<file path="config.mk">
export PLATFORM = sky130hd
export DESIGN_NAME = sevseg_scan_flat
export DESIGN_NICKNAME = d
export VERILOG_FILES = /design/src/rtl/sevseg_scan_if.sv /design/src/rtl/sevseg_scan.sv /design/src/flat_wrapper.sv
export SDC_FILE = /design/constraint.sdc
export NUM_CORES = 1
export LEC_CHECK = 0
export ABC_AREA = 1
export BUFFER_PORTS_ARGS = -buffer_cell sky130_fd_sc_hd__buf_2
export CAP_MARGIN = 20
export CORE_MARGIN = 3
export CORE_UTILIZATION = 25
export CTS_CLUSTER_SIZE = 16
export DETAILED_ROUTE_END_ITERATION = 10
export PLACE_DENSITY_LB_ADDON = 0.25
export SLEW_MARGIN = 20
export SYNTH_ARGS = -nofsm -noshare
export SYNTH_HDL_FRONTEND = slang
export SYNTH_SLANG_ARGS = --single-unit
</file>
<file path="constraint.sdc">
create_clock -name clk -period 2.03 [get_ports clk]
set_clock_uncertainty 0.05 [all_clocks]
set_input_delay 0.203 -clock clk [delete_from_list [all_inputs] [get_ports clk]]
set_output_delay 0.203 -clock clk [all_outputs]
set_load 0.005 [all_outputs]
</file>
<file path="src/rtl/sevseg_scan_if.sv">
`default_nettype none
// ============================================================================
// Module   : sevseg_scan_if
// Function : Display data in / multiplexed cathode+anode drive out bundle.
// Revision : 1.0
// ============================================================================
interface sevseg_scan_if #(
  parameter int NDIG = 8
);
  logic                 load;
  logic [4*NDIG-1:0]    value;
  logic [NDIG-1:0]      dp;
  logic [NDIG-1:0]      blank;
  logic [6:0]           seg;
  logic                 dp_n;
  logic [NDIG-1:0]      an;
  logic                 frame_tick;

  modport master (
    output load, value, dp, blank,
    input  seg, dp_n, an, frame_tick
  );

  modport slave (
    input  load, value, dp, blank,
    output seg, dp_n, an, frame_tick
  );
endinterface
`default_nettype wire

</file>
<file path="src/rtl/sevseg_scan.sv">
`default_nettype none
// ============================================================================
// Module   : sevseg_scan
// Function : Multiplexed 7-segment scanner with shadowed display data.
//            Optional macro SEVSEG_LZ_BLANK_EN enables leading-zero blanking.
// Revision : 1.0
// ============================================================================
module sevseg_scan #(
  parameter int NDIG = 8,
  parameter int DIV  = 100000
) (
  input logic          clk,
  input logic          rst,
  sevseg_scan_if.slave bus
);
  localparam int              CW       = (DIV > 1) ? $clog2(DIV) : 1;
  localparam int              IW       = (NDIG > 1) ? $clog2(NDIG) : 1;
  localparam logic [CW-1:0]   CNT_LAST = CW'(DIV - 1);
  localparam logic [IW-1:0]   IDX_LAST = IW'(NDIG - 1);

  logic [CW-1:0]      cnt_q, cnt_d;
  logic [IW-1:0]      idx_q, idx_d;
  logic [4*NDIG-1:0]  value_q, value_d;
  logic [NDIG-1:0]    dp_q, dp_d;
  logic [NDIG-1:0]    blank_q, blank_d;
  logic [6:0]         seg_q, seg_d;
  logic               dp_n_q, dp_n_d;
  logic [NDIG-1:0]    an_q, an_d;
  logic               frame_tick_q, frame_tick_d;

  logic               step;
  logic [NDIG-1:0]    lz;
  logic [3:0]         nib;
  logic               sel_dp;
  logic               sel_dark;
`ifdef SEVSEG_LZ_BLANK_EN
  logic               lz_run;
`endif

  function automatic logic [6:0] hex7(input logic [3:0] n);
    case (n)
      4'h0:    hex7 = 7'b1000000;
      4'h1:    hex7 = 7'b1111001;
      4'h2:    hex7 = 7'b0100100;
      4'h3:    hex7 = 7'b0110000;
      4'h4:    hex7 = 7'b0011001;
      4'h5:    hex7 = 7'b0010010;
      4'h6:    hex7 = 7'b0000010;
      4'h7:    hex7 = 7'b1111000;
      4'h8:    hex7 = 7'b0000000;
      4'h9:    hex7 = 7'b0010000;
      4'hA:    hex7 = 7'b0001000;
      4'hB:    hex7 = 7'b0000011;
      4'hC:    hex7 = 7'b1000110;
      4'hD:    hex7 = 7'b0100001;
      4'hE:    hex7 = 7'b0000110;
      default: hex7 = 7'b0001110;
    endcase
  endfunction

  // Leading-zero mask, walked from the most significant digit down; digit 0 never blanks.
  always_comb begin
    lz = '0;
`ifdef SEVSEG_LZ_BLANK_EN
    lz_run = 1'b1;
    for (int i = NDIG - 1; i >= 1; i--) begin
      lz_run = lz_run && (value_q[4*i +: 4] == 4'h0) && !dp_q[i];
      lz[i]  = lz_run;
    end
`endif
  end

  always_comb begin
    step         = (cnt_q == CNT_LAST);
    cnt_d        = step ? '0 : cnt_q + CW'(1);
    idx_d        = idx_q;
    if (step) begin
      idx_d = (idx_q == IDX_LAST) ? '0 : idx_q + IW'(1);
    end
    frame_tick_d = step && (idx_q == IDX_LAST);

    value_d = bus.load ? bus.value : value_q;
    dp_d    = bus.load ? bus.dp    : dp_q;
    blank_d = bus.load ? bus.blank : blank_q;

    // Outputs use pre-edge index and shadows, so a load on a step edge never mixes data.
    nib      = 4'h0;
    sel_dp   = 1'b0;
    sel_dark = 1'b1;
    an_d     = '1;
    for (int i = 0; i < NDIG; i++) begin
      if (idx_q == IW'(i)) begin
        nib      = value_q[4*i +: 4];
        sel_dp   = dp_q[i];
        sel_dark = blank_q[i] | lz[i];
        an_d[i]  = blank_q[i] | lz[i];
      end
    end
    seg_d  = sel_dark ? 7'b1111111 : hex7(nib);
    dp_n_d = sel_dark | ~sel_dp;
  end

  always_ff @(posedge clk) begin
    if (rst) begin
      cnt_q        <= '0;
      idx_q        <= '0;
      value_q      <= '0;
      dp_q         <= '0;
      blank_q      <= '1;
      seg_q        <= 7'b1111111;
      dp_n_q       <= 1'b1;
      an_q         <= '1;
      frame_tick_q <= 1'b0;
    end else begin
      cnt_q        <= cnt_d;
      idx_q        <= idx_d;
      value_q      <= value_d;
      dp_q         <= dp_d;
      blank_q      <= blank_d;
      seg_q        <= seg_d;
      dp_n_q       <= dp_n_d;
      an_q         <= an_d;
      frame_tick_q <= frame_tick_d;
    end
  end

  assign bus.seg        = seg_q;
  assign bus.dp_n       = dp_n_q;
  assign bus.an         = an_q;
  assign bus.frame_tick = frame_tick_q;
endmodule
`default_nettype wire

</file>
<file path="src/flat_wrapper.sv">
// flat-port wrapper written by rule: the top's interface ports become plain ports
module sevseg_scan_flat 
#(
  parameter int NDIG = 8,
  parameter int DIV  = 100000
)
  (clk, rst, bus_load, bus_value, bus_dp, bus_blank, bus_seg, bus_dp_n, bus_an, bus_frame_tick);
  sevseg_scan_if #(.NDIG(NDIG)) bus_i ();
  input logic clk;
  input logic rst;
  input wire logic [$bits(bus_i.load)-1:0] bus_load;
  input wire logic [$bits(bus_i.value)-1:0] bus_value;
  input wire logic [$bits(bus_i.dp)-1:0] bus_dp;
  input wire logic [$bits(bus_i.blank)-1:0] bus_blank;
  output wire logic [$bits(bus_i.seg)-1:0] bus_seg;
  output wire logic [$bits(bus_i.dp_n)-1:0] bus_dp_n;
  output wire logic [$bits(bus_i.an)-1:0] bus_an;
  output wire logic [$bits(bus_i.frame_tick)-1:0] bus_frame_tick;
  assign bus_i.load = bus_load;
  assign bus_i.value = bus_value;
  assign bus_i.dp = bus_dp;
  assign bus_i.blank = bus_blank;
  assign bus_seg = bus_i.seg;
  assign bus_dp_n = bus_i.dp_n;
  assign bus_an = bus_i.an;
  assign bus_frame_tick = bus_i.frame_tick;
  sevseg_scan #(.NDIG(NDIG), .DIV(DIV)) u_core (.clk(clk), .rst(rst), .bus(bus_i));
endmodule
</file>
==> results.py <==
metrics = {
    "place": {
        "dp_hpwl_um": 7423,
        "globalplace.congestion": 0.8545,
        "pre_cts_ws_ps": -122.8,
        "io_buffers": 67,
    },
    "logic_synthesis": {
        "synth_warnings": 0,
        "synthCells": 548,
        "synth_seq_cells": 85,
        "syn_area_per_cell_um2": 7.085,
        "synth_nets": 612,
        "synth_edf_count": 0,
        "synth_cell_types": 32,
        "synthFlopType": "dfxtp_1",
        "async_flop_share_pct": 0,
        "yosysSeqAreaShare_pct": 43.83,
        "syn_area_mm2": 0.003882,
    },
    "clock_tree": {
        "clkSinkCount": 85,
        "htree_levels": 3,
        "cts_hold_buf": 0,
        "cts_tree": "yes",
        "clockRootBuffer": "clkbuf_16",
        "numCtsBuffers": 9,
        "path_clk_slew_ps": 60,
        "clk-insertion-delay-late_ps": 340,
        "clockBufferDepth": 2,
    },
    "route": {
        "vias": 3662,
        "wl_per_cell_um": 12.65,
        "drtPass1Iterations": 4,
        "drtIter0Drc": 121,
        "viasPerCell": 4.439,
        "drc_errors": 0,
        "drtAntennaViolNets": 0,
        "finalWirelength_um": 10440,
    },
    "sta": {
        "setup_viol": 6,
        "slew_headroom_pct": 67.65,
        "rsz0062_at_grt": "true",
        "fin_ws_ps": -125.8,
        "tns_ps": -362.6,
        "period_minus_slack_ps": 2156,
        "tightest_slew_ps": 485.2,
        "drv_slew": 0,
        "max_freq_mhz": 463.9,
        "fin_crit_sh_pct": 106.2,
        "hold_viol": 0,
    },
    "die": {
        "fp.dieArea_mm2": 0.01706,
        "core_mm2": 0.01486,
        "ioPinCount": 68,
        "rows": 44,
        "dieWidth_um": 130.6,
        "die_height_um": 130.6,
        "initial_utilization_pct": 26.12,
    },
    "grt": {
        "grt_overflow": 0,
        "met2_usage_pct": 20.74,
        "grt_pass1_vias": 3588,
        "grt_max_degree": 51,
        "grtUsageTotal_pct": 12.66,
        "antenna_found_initial": 0,
        "grt_busiest_layer": "met2",
        "use_met1_pct": 15.83,
        "grtUsageMet3_pct": 3.821,
        "grt_first_pass_wirelength_um": 16960,
    },
    "worst_setup_path": {
        "cp_slowest_cell": "dfxtp_4",
        "crit_path_end_kind": "flop",
        "rrSetupSlack_ps": -130,
        "cp-startpoint": "u_core.idx_q[1]$_SDFFE_PP0P_",
        "crit_path_end": "u_core.bus.seg[1]$_SDFF_PP1_",
        "slowest_delay_ps": 400,
        "cp_common_cell": "nand2_1",
        "cp_cell_sequence": "ha_4, ha_4, inv_2, o21ai_1, inv_1, nand2_1, nand2_1, nand2_1, nand2_2, a21boi_4, buf_6, ha_4, nand3_2, nor2_1, nor2_1, nand2_1",
        "rr_startpoint": "u_core.idx_q[1]$_SDFFE_PP0P_",
        "path_class": "flop to flop",
        "rr_worst_depth": 16,
        "timing.rr.end": "u_core.bus.seg[1]$_SDFF_PP1_",
        "start_kind": "flop",
        "arrival_ps": 2350,
        "required_ps": 2220,
        "path_max_fanout": 5,
    },
    "layout": {
        "multi_input_area_mm2": 0.002082,
        "final_util_pct": 34.98,
        "antenna_cells": 0,
        "nets": 700,
        "drive_above_1_share_pct": 27.30,
        "fillers": 1582,
        "area.growth.synth_to_final_pct": 33.93,
        "final-seq-area_mm2": 0.001710,
    },
    "run_status": {
        "violations": "negative setup slack",
        "status": "finished, violations left",
    },
    "power_and_ir_drop": {
        "leakage_nw": 2.318,
        "power_density_mw_per_mm2": 773.8,
        "total_power_mw": 4.024,
        "ir_drop_mv": 0.4534,
    },
    "run": {
        "cap_violations": 0,
    },
    "hold_path": {
        "hold_class": "primary input to flop",
    },
}
## where the power goes
part           internal, mW  switching, mW
clock                  1.22          0.667
combinational         0.144          0.211
sequential             1.74         0.0366
## sequential cells by signal, indices dropped and copies added (netlist names)
name and cells:
u_core.value_q 32, u_core.bus.frame_tick 1, u_core.cnt_q 17, u_core.idx_q 3
u_core.bus.seg 7, u_core.blank_q 8, u_core.bus.an 8, u_core.dp_q 8
u_core.bus.dp_n 1
## how the worst min path moves through the flow
stage	start	to	slack, ps	cells past startpoint
2_1_floorplan	bus_blank[6]	u_core.blank_q[6]$_SDFFE_PP1P_	280	2
3_3_place_gp	bus_blank[4]	u_core.blank_q[4]$_SDFFE_PP1P_	370	3
3_5_place_dp	bus_blank[6]	u_core.blank_q[6]$_SDFFE_PP1P_	370	3
4_1_cts	bus_blank[6]	u_core.blank_q[6]$_SDFFE_PP1P_	5	3
5_1_grt	bus_blank[6]	u_core.blank_q[6]$_SDFFE_PP1P_	10	3
6_report	bus_blank[1]	u_core.blank_q[1]$_SDFFE_PP1P_	30	3
## metal layers
layer  share of wire (%)  up-vias  wire length (µm)
met5                   0        -                 0
met3                 4.7       18               493
met4                 1.7        0               182
met1                  47     1648              4916
met2                  46       74              4847
li1                    -     1922                 -
## final cells by class
class                      instances  share of cell area [%]
clock buffer                      12                   5.342
clock inverter                     4                   1.468
inverter                          58                   4.548
multi-input combinational        383                   40.04
sequential                        85                   32.89
tap                              184                   4.427
timing repair buffer              99                   11.28
## kinds of logic after synthesis
logic type      after synthesis  synth area share (%)
xor+xnor                      4                0.9025
buf+inv                      80                 8.315
fa+ha+maj                    13                 4.190
simple gates                276                 30.16
flops                        85                 43.83
compound gates               90                 12.60
## cells in the final DEF (no fill, tap or decap), types with 9 or more instances in the layout
cell type	Yosys	routed
ha_4	0	9
nor2_1	98	97
nand2_1	101	89
a21oi_1	30	29
buf_2	2	67
buf_4	0	29
nand2_2	6	15
clkbuf_16	0	10
inv_1	56	49
o21ai_0	51	51
dfxtp_1	85	82
nand3_1	44	39
nor3_1	9	9
## per-stage QoR
step | area, µm² | instances | hold WS [ps]
floorplan | 3941 | 548 | 275.5
global placement | 4596 | 803 | 368.5
detailed placement | 4596 | 803 | 371.8
CTS | 5076 | 820 | 4.884
global route | 5200 | 825 | 13.04
finish | 5200 | 825 | 25.27
## critical path: cells and delay by family (launching register included)
| kind | cells | cell delay (ps) |
|---|---|---|
| AND/OR/NAND/NOR | 8 | 520 |
| flip-flops | 1 | 400 |
| adder cells (fa/ha/maj) | 3 | 490 |
| buffers and inverters | 3 | 240 |
| AO/OA/AOI/OAI | 2 | 350 |
## Yosys cell counts, drive strengths merged (2+ instances only)
cell type	count	area share, %
nor2	101	10
a211oi	3	0.58
o211ai	2	0.39
nor3	9	1.2
ha	13	4.2
nand2	107	11
clkbuf	16	1.5
a21oi	30	3.9
nand4	4	0.64
inv	56	5.4
clkinv	2	0.32
dfxtp	85	44
xor2	3	0.68
o21ai	52	6.7
nor4	2	0.32
a21boi	3	1.1
buf	6	1.0
or2	7	1.1
nand3	44	5.7
## what timing repair did
action,in CTS,in global routing
resized for setup,26,22
setup endpoints to repair,8,8
buffers inserted,1,6
pin swaps,7,11
No activity file was read; power rests on OpenSTA's default activity.
